[src/rtl/weight_fetch_ctrl.sv]
// rtl/weight_fetch_ctrl.sv - weight RAM fetch sequencer with trainer write-back arbitration
module weight_fetch_ctrl #(
    parameter int WIDTH    = 10,
    parameter int LANES    = 10,
    parameter int DEPTH    = 60,
    parameter int ADDR_W   = 6,
    parameter int NUM_ROWS = 3
) (
    input  logic                    Clock,
    input  logic                    Reset,
    input  logic                    Start,
    output logic                    Busy,
    output logic                    Done,
    output logic                    RamInit,
    output logic                    RamWE,
    output logic [ADDR_W-1:0]       RamAddr,
    output logic [LANES*WIDTH-1:0]  RamD,
    input  logic [LANES*WIDTH-1:0]  RamQ,
    output logic                    WValid,
    input  logic                    WReady,
    output logic [2:0]              WRow,
    output logic [LANES*WIDTH-1:0]  WData,
    input  logic                    WrReq,
    input  logic [2:0]              WrRow,
    input  logic [LANES*WIDTH-1:0]  WrData,
    output logic                    WrAck,
    output logic                    WrErr
);

    // Rows that actually fit in the RAM; guards against a NUM_ROWS that overruns DEPTH.
    localparam int ROWS = (NUM_ROWS * LANES <= DEPTH) ? NUM_ROWS : (DEPTH / LANES);

    typedef enum logic [2:0] {
        S_INIT,
        S_IDLE,
        S_RD_ISSUE,
        S_RD_VALID,
        S_DONE
    } state_t;

    state_t     state;
    state_t     state_nxt;
    logic [2:0] row;
    logic [2:0] row_nxt;

    logic last_row;
    logic presenting;
    logic handshake;
    logic wr_window;
    logic wr_bad;
    logic wr_hazard;
    logic wr_take;
    logic wr_do;

    function automatic logic [ADDR_W-1:0] row_base(input logic [2:0] r);
        return ADDR_W'(32'(r) * LANES);
    endfunction

    assign last_row   = (32'(row) == ROWS - 1);
    assign presenting = (state == S_RD_VALID);
    assign handshake  = presenting && WReady;

    // A read issue cycle never grants, so a steady write stream cannot starve the fetch.
    assign wr_window = (state == S_IDLE) || (state == S_RD_VALID) || (state == S_DONE);
    assign wr_bad    = (32'(WrRow) >= ROWS);
    assign wr_hazard = presenting && (WrRow == row);
    assign wr_take   = WrReq && wr_window && !wr_hazard;
    assign wr_do     = wr_take && !wr_bad;

    always_ff @(posedge Clock) begin
        if (Reset) begin
            state <= S_INIT;
            row   <= 3'd0;
        end else begin
            state <= state_nxt;
            row   <= row_nxt;
        end
    end

    always_comb begin
        state_nxt = state;
        row_nxt   = row;
        case (state)
            S_INIT: begin
                state_nxt = S_IDLE;
            end
            S_IDLE: begin
                if (Start) begin
                    state_nxt = S_RD_ISSUE;
                    row_nxt   = 3'd0;
                end
            end
            S_RD_ISSUE: begin
                state_nxt = S_RD_VALID;
            end
            S_RD_VALID: begin
                if (handshake) begin
                    if (last_row) begin
                        state_nxt = S_DONE;
                    end else begin
                        state_nxt = S_RD_ISSUE;
                        row_nxt   = row + 3'd1;
                    end
                end
            end
            S_DONE: begin
                state_nxt = S_IDLE;
            end
            default: begin
                state_nxt = S_INIT;
                row_nxt   = 3'd0;
            end
        endcase
    end

    // Every output is forced low while Reset is asserted, regardless of state.
    always_comb begin
        Busy    = 1'b0;
        Done    = 1'b0;
        RamInit = 1'b0;
        RamWE   = 1'b0;
        RamAddr = '0;
        RamD    = '0;
        WValid  = 1'b0;
        WRow    = 3'd0;
        WData   = '0;
        WrAck   = 1'b0;
        WrErr   = 1'b0;
        if (!Reset) begin
            case (state)
                S_INIT: begin
                    RamInit = 1'b1;
                end
                S_IDLE: begin
                    RamAddr = '0;
                end
                S_RD_ISSUE: begin
                    Busy    = 1'b1;
                    RamAddr = row_base(row);
                end
                S_RD_VALID: begin
                    Busy    = 1'b1;
                    RamAddr = row_base(row);
                    WValid  = 1'b1;
                    WRow    = row;
                    WData   = RamQ;
                end
                S_DONE: begin
                    Busy = 1'b1;
                    Done = 1'b1;
                end
                default: begin
                    RamAddr = '0;
                end
            endcase

            // Q holds across a write cycle, so the presented row stays stable under a grant.
            if (wr_take) begin
                WrAck = 1'b1;
                WrErr = wr_bad;
            end
            if (wr_do) begin
                RamWE   = 1'b1;
                RamAddr = row_base(WrRow);
                RamD    = WrData;
            end
        end
    end

endmodule

[config.mk]
export PLATFORM = sky130hd
export DESIGN_NAME = weight_fetch_ctrl
export DESIGN_NICKNAME = d
export VERILOG_FILES = /design/src/rtl/weight_fetch_ctrl.sv
export SDC_FILE = /design/constraint.sdc
export NUM_CORES = 1
export LEC_CHECK = 0
export CORE_AREA = 2 2 165 167
export DETAILED_ROUTE_END_ITERATION = 10
export DIE_AREA = 0 0 167 169
export SKIP_CTS_REPAIR_TIMING = 1
export SYNTH_ARGS = -nofsm -noshare
export SYNTH_HDL_FRONTEND = slang
export SYNTH_SLANG_ARGS = --single-unit
[constraint.sdc]
create_clock -name Clock -period 2.43 [get_ports Clock]
set_input_delay 0.3645 -clock Clock [delete_from_list [all_inputs] [get_ports Clock]]
set_output_delay 0.3645 -clock Clock [all_outputs]
set_load 0.03 [all_outputs]
==> qor.log, run 1 <==
qor: outcome.outcome finished with violations
qor: outcome.failed_checks negative setup slack
qor: final_layout.num-nets-final 959
qor: cts.tritoncts.num_buffers 3
qor: cts.ctsHtreeMaxLevel 1
qor: synthesis.synth.lib_cells_used.distinct 37
qor: worst_setup_path.cp-end-kind primary output
qor: final_layout.postLayoutCoreUtil 0.281
qor: die.core.rowCount 60
qor: global_route.track_usage 0.101
qor: global_route.grt_antenna_before_repair 2
qor: worst_setup_path.critical_path.max_fanout 17
qor: placement.pre_cts_slack -0.246 ns
qor: synthesis.synth.area.top_cells sky130_fd_sc_hd__and2_1 (63%), sky130_fd_sc_hd__dfxtp_1 (5.9%), sky130_fd_sc_hd__ha_1 (3.7%)
qor: die.floorplan.initialDensity 0.0770
qor: die.die_h 169 µm
qor: detailed_routing.routed_wirelength 16.1 mm
qor: timing.setup_repair_after_global_routing_missed_its_margin yes
qor: power_and_ir_drop.total_power 1.12 mW
qor: worst_hold_path.worst_hold_path_type in -> reg
qor: die.die_width 167 µm
qor: synthesis.mappedNetlistNets 522
qor: synthesis.synthArstFlopShare 0
qor: timing.period_minus_slack 2.44 ns
qor: synthesis.synth_flop_cell sky130_fd_sc_hd__dfxtp_1
qor: detailed_routing.drtPass1Iterations 4
qor: final_layout.final_layout_size_suffix_gt1_frac 0.431
qor: synthesis.synthesis.area 2040 µm²
qor: final_layout.flow.area_growth_from_synthesis 265%
qor: timing.report.final.hold_viol_count 0
qor: cts.cts_num_sinks 6
qor: synthesis.postSynthCellCount 308
qor: power_and_ir_drop.power_density 150 nW/µm²
qor: detailed_routing.detail_route.iter0.violations 139
qor: timing.report.final.setup_viol 4
qor: synthesis.post-synth-top-area-cell sky130_fd_sc_hd__and2_1
qor: synthesis.synth_edf_count 0
qor: global_route.grt_max_degree 102
qor: global_route.globalRouteOverflowTotal 0
qor: worst_setup_path.timing.critical_path.from_type primary input
qor: placement.io_buffers 422
qor: power_and_ir_drop.vdd_drop_max 159 µV
qor: placement.globalplace.congestion 0.775
qor: synthesis.yosysWarningCount 0
qor: synthesis.yosysTopAreaCellShare 0.625
qor: detailed_routing.antenna_nets_post_route 0
qor: die.ioPinCount 424
qor: detailed_routing.avgRoutedWirePerCell 14.8 µm
qor: global_route.first_pass_grt_wire_length 22.1 mm
qor: timing.fin_worst_hold_slack 0.489 ns
qor: cts.cts.root.buffer_cell sky130_fd_sc_hd__clkbuf_16
qor: synthesis.synth_seq_area_share 0.0589
qor: cts.clkTransAtPathRegs 0.03 ns
qor: global_route.grt_pass1_vias 3736
qor: timing.final.setup.worst_slack -0.0124 ns
qor: cts.clock_path_buffers 2
qor: placement.dp_hpwl 14.2 mm
qor: detailed_routing.via_count 3692
qor: flow_run.maxCapViolations 0
qor: timing.maxSlewViolCount 0
qor: detailed_routing.avgViaCountPerCell 3.40
qor: cts.clock_insertion_delay_at_the_later_pin_of_the_skew_report 0.23 ns
qor: timing.timing.clock.skew 0.000816 ns
qor: final_layout.layout_commonest_cell sky130_fd_sc_hd__clkdlybuf4s50_1
qor: timing.min_period_over_period 1.01
qor: worst_setup_path.worst-endpoint-required 2.07 ns
qor: die.die_area 28200 µm²
qor: die.design.core.area 26500 µm²
qor: power_and_ir_drop.leakagePower 3.41 nW
qor: synthesis.avgSynthCellArea 6.63 µm²
qor: worst_setup_path.timing.setup.critical_path_class in -> out
qor: timing.timing.fmax 409 MHz
qor: final_layout.layout.cells.most_common_list sky130_fd_sc_hd__clkdlybuf4s50_1 (205), sky130_fd_sc_hd__and2_1 (159), sky130_fd_sc_hd__buf_4 (135), sky130_fd_sc_hd__buf_6 (66), sky130_fd_sc_hd__buf_12 (46)
qor: cts.cts_tree yes
qor: detailed_routing.route.detailed.drc 0
qor: worst_setup_path.cp_data_arrival_time 2.08 ns
qor: synthesis.synth.ff_latch_count 6
## power by group
group          internal, mW  switching, mW
clock network         0.211         0.0584
registers             0.103        0.00773
logic                 0.466          0.270
## critical path, cell delays in order
cell	delay, ns
sky130_fd_sc_hd__clkdlybuf4s50_1	0.51
sky130_fd_sc_hd__nand2_2	0.09
sky130_fd_sc_hd__nor4b_4	0.34
sky130_fd_sc_hd__buf_4	0.18
sky130_fd_sc_hd__buf_12	0.13
sky130_fd_sc_hd__clkbuf_16	0.16
sky130_fd_sc_hd__and2_1	0.15
sky130_fd_sc_hd__buf_6	0.14
## synth_stat cells (2+ instances only)
| cell type | number |
|---|---|
| sky130_fd_sc_hd__inv_1 | 6 |
| sky130_fd_sc_hd__nor2b_1 | 2 |
| sky130_fd_sc_hd__buf_2 | 4 |
| sky130_fd_sc_hd__dfxtp_1 | 6 |
| sky130_fd_sc_hd__a2bb2oi_1 | 2 |
| sky130_fd_sc_hd__and3_1 | 3 |
| sky130_fd_sc_hd__a21oi_1 | 2 |
| sky130_fd_sc_hd__clkbuf_2 | 9 |
| sky130_fd_sc_hd__and2_1 | 204 |
| sky130_fd_sc_hd__ha_1 | 6 |
| sky130_fd_sc_hd__or2_2 | 3 |
| sky130_fd_sc_hd__nor4_1 | 2 |
| sky130_fd_sc_hd__mux2i_1 | 5 |
| sky130_fd_sc_hd__nand2_1 | 12 |
| sky130_fd_sc_hd__xor2_1 | 4 |
| sky130_fd_sc_hd__nor2_1 | 4 |
| sky130_fd_sc_hd__nor3_1 | 3 |
| sky130_fd_sc_hd__clkbuf_1 | 12 |
## flip-flops by register name (all words and copies together), names as in the netlist
| signal | flops |
|---|---|
| row | 3 |
| state | 3 |
## through the flow
| step | TNS (ns) | cell area (µm²) | instances |
|---|---|---|---|
| after CTS | -16.03 | 6870 | 1072 |
| after floorplan | 0 | 2040 | 308 |
| after detailed placement | -14.88 | 6790 | 1069 |
| after global routing | -4.45 | 7450 | 1084 |
| final | -0.0300 | 7450 | 1086 |
| after global placement | -11.28 | 6790 | 1069 |
## per-layer routing
metal | up-vias | part of all wire | track usage | routed length (µm)
li1 | 1818 | - | - | -
met3 | 5 | 0.10 | 0.0407 | 1650
met1 | 1634 | 0.37 | 0.114 | 5920
met5 | - | 0 | 0 | 0
met4 | 0 | 0.0016 | 0.00562 | 25
met2 | 235 | 0.53 | 0.188 | 8510
## logic make-up after synthesis
family / count (synthesis) / synth area share
XOR/XNOR: 4 / 0.0172
other: 1 / 0.00184
multiplexers: 5 / 0.0245
AO/OA/AOI/OAI: 11 / 0.0386
adder cells (fa/ha/maj): 6 / 0.0368
flip-flops: 6 / 0.0589
AND/OR/NAND/NOR: 242 / 0.748
buffers and inverters: 33 / 0.0742
## worst paths after layout
kind	cells past startpoint	slack [ns]	end	start
max reg2reg	7	0.74	row[2]	row[0]
min	3	0.49	state[0]	Reset
min reg2reg	2	0.60	state[1]	state[2]
max	8	-0.01	RamD[19]	WrReq
## cell type report
class / instances / area (µm²)
Timing Repair Buffer: 459 / 4850
Inverter: 6 / 22.5
Fill cell: 2852 / 19000
Tap cell: 341 / 427
Antenna cell: 2 / 5.00
Multi-Input combinational cell: 269 / 1940
Clock buffer: 3 / 75.1
Sequential cell: 6 / 131
No activity file was read; power rests on OpenSTA's default activity.
==> run 2: changes to the inputs <==
--- a/config.mk
+++ b/config.mk
@@ -5,9 +5,10 @@
 export SDC_FILE = /design/constraint.sdc
 export NUM_CORES = 1
 export LEC_CHECK = 0
-export CORE_AREA = 2 2 165 167
+export CORE_AREA = 2 2 166 168
 export DETAILED_ROUTE_END_ITERATION = 10
-export DIE_AREA = 0 0 167 169
+export DIE_AREA = 0 0 168 170
+export PLACE_DENSITY = 0.37
 export SKIP_CTS_REPAIR_TIMING = 1
 export SYNTH_ARGS = -nofsm -noshare
 export SYNTH_HDL_FRONTEND = slang
==> constraint.sdc (replaced) <==
create_clock -name Clock -period 3.1 [get_ports Clock]
set_input_delay 0.465 -clock Clock [delete_from_list [all_inputs] [get_ports Clock]]
set_output_delay 0.465 -clock Clock [all_outputs]
set_load 0.03 [all_outputs]
==> qor.log, run 2 (synthesis gave the netlist of run 1 again) <==
qor: flow_run.maxCapViolations 0
qor: worst_setup_path.timing.critical_path.from_type primary input
qor: global_route.global_route.usage.met2 0.215
qor: placement.dp_hpwl 13.8 mm
qor: timing.report.final.hold_viol_count 0
qor: detailed_routing.avgViaCountPerCell 3.43
qor: cts.tritoncts.num_buffers 3
qor: power_and_ir_drop.switching_power 0.243 mW
qor: global_route.grt_max_degree 109
qor: global_route.grt_pass1_vias 3753
qor: worst_setup_path.cp-end-kind primary output
qor: global_route.track_usage 0.0984
qor: detailed_routing.drtPass1Iterations 4
qor: global_route.gr-max-usage-layer met2
qor: power_and_ir_drop.clockPowerShare 0.255
qor: detailed_routing.detail_route.iter0.violations 54
qor: timing.timing.fmax 344 MHz
qor: die.core.rowCount 60
qor: detailed_routing.routed_wirelength 15.5 mm
qor: power_and_ir_drop.power_density 122 nW/µm²
qor: worst_hold_path.worst_hold_path_type reg -> reg
qor: final_layout.layout.cells.most_common_list sky130_fd_sc_hd__clkdlybuf4s50_1 (212), sky130_fd_sc_hd__and2_1 (204), sky130_fd_sc_hd__buf_4 (177), sky130_fd_sc_hd__buf_12 (41), sky130_fd_sc_hd__nand2_1 (12)
qor: timing.maxSlewViolCount 0
qor: placement.globalplace.congestion 0.835
qor: power_and_ir_drop.power_frac_comb 0.634
qor: final_layout.layout_commonest_cell sky130_fd_sc_hd__clkdlybuf4s50_1
qor: detailed_routing.route.detailed.drc 0
qor: power_and_ir_drop.vdd_drop_max 122 µV
qor: final_layout.final_layout_size_suffix_gt1_frac 0.323
qor: die.die_h 170 µm
qor: power_and_ir_drop.power.internal 0.579 mW
qor: global_route.first_pass_grt_wire_length 21.8 mm
qor: timing.fin_worst_hold_slack 0.609 ns
qor: global_route.globalRouteOverflowTotal 0
qor: worst_setup_path.critical_path.max_fanout 51
qor: cts.cts.root.buffer_cell sky130_fd_sc_hd__clkbuf_16
qor: timing.report.final.setup_viol 0
qor: worst_setup_path.timing.setup.critical_path_class in -> out
qor: timing.setup_repair_after_global_routing_missed_its_margin no
qor: cts.ctsHtreeMaxLevel 1
qor: global_route.grt_antenna_before_repair 0
qor: placement.pre_cts_slack 0.105 ns
qor: die.die_width 168 µm
qor: timing.fin_tns_setup 0 ns
qor: final_layout.antenna-diode-count 0
qor: die.ioPinCount 424
qor: power_and_ir_drop.leakagePower 3.08 nW
qor: timing.period_minus_slack 2.91 ns
qor: timing.timing.clock.skew 0.000819 ns
qor: final_layout.num-nets-final 932
qor: power_and_ir_drop.power.share.sequential 0.111
qor: detailed_routing.via_count 3625
qor: timing.min_period_over_period 0.938
qor: worst_setup_path.worst-endpoint-required 2.63 ns
qor: worst_setup_path.regToRegSetupSlack 1.33 ns
qor: placement.io_buffers 422
qor: outcome.outcome finished clean
qor: cts.clock_path_buffers 2
qor: final_layout.biggest_registers_after_layout row (3), state (3)
qor: die.die_area 28600 µm²
qor: power_and_ir_drop.total_power 0.821 mW
qor: power_and_ir_drop.power_switching_share 0.296
qor: detailed_routing.avgRoutedWirePerCell 14.7 µm
qor: timing.final.setup.worst_slack 0.193 ns
qor: die.design.core.area 26700 µm²
qor: cts.clock_insertion_delay_at_the_later_pin_of_the_skew_report 0.23 ns
qor: timing.relative_slew_slack 0.652
qor: timing.worst_slew_pin_slew 0.507 ns
qor: cts.cts_num_sinks 6
qor: global_route.met3_global_route_usage 0.0377
qor: cts.clkTransAtPathRegs 0.03 ns
qor: cts.cts_tree yes
qor: worst_setup_path.cp_data_arrival_time 2.44 ns
qor: detailed_routing.antenna_nets_post_route 0
qor: final_layout.flow.area_growth_from_synthesis 229%
qor: die.floorplan.initialDensity 0.0766
qor: global_route.grt_util_met1 0.0855
==> run 2: worst max-delay path, stage by stage <==
cell and delay (ns):
sky130_fd_sc_hd__clkdlybuf4s50_1 0.47, sky130_fd_sc_hd__xor2_1 0.19, sky130_fd_sc_hd__nor4_4 0.44, sky130_fd_sc_hd__nor4b_4 0.08, sky130_fd_sc_hd__buf_4 0.17, sky130_fd_sc_hd__clkbuf_16 0.20, sky130_fd_sc_hd__and2_1 0.20, sky130_fd_sc_hd__buf_4 0.17
==> run 2: cell type report <==
class | instances | area, µm²
tap | 341 | 427
timing repair buffer | 432 | 4310
inverter | 6 | 22.5
multi-input combinational | 269 | 1770
clock buffer | 3 | 75.1
sequential | 6 | 120
fill | 2890 | 19900
==> run 2: power by group through the flow <==
stage / clock (mW) / combinational [mW] / sequential [mW]
finish: 0.209 / 0.521 / 0.0910
global route: 0.216 / 0.557 / 0.0926
CTS: 0.211 / 0.528 / 0.0912
detailed placement: 0 / 0.527 / 0.0924
global placement: 0 / 0.526 / 0.0918
floorplan: 0 / 0.166 / 0.0846
==> run 2: through the flow <==
step                      cell area [µm²]   util  std cells
after floorplan                      2040      -        308
after global placement               6620  0.248       1052
after detailed placement             6620  0.248       1052
after CTS                            6700  0.251       1055
after global routing                 6720  0.252       1057
final                                6720  0.252       1057
==> run 2: final timing paths <==
kind | cells past startpoint | endpoint | start
worst max-delay path | 8 | RamD[68] | WrRow[0]
worst min-delay path | 2 | row[2] | row[2]
worst max register to register | 6 | row[2] | row[0]
worst min register to register | 2 | row[2] | row[2]
==> run 2: metal layers <==
metal / vias to the layer above / part of all wire
li1: 1759 / -
met1: 1608 / 0.30
met2: 253 / 0.58
met3: 5 / 0.12
met4: 0 / 0.0024
met5: - / 0
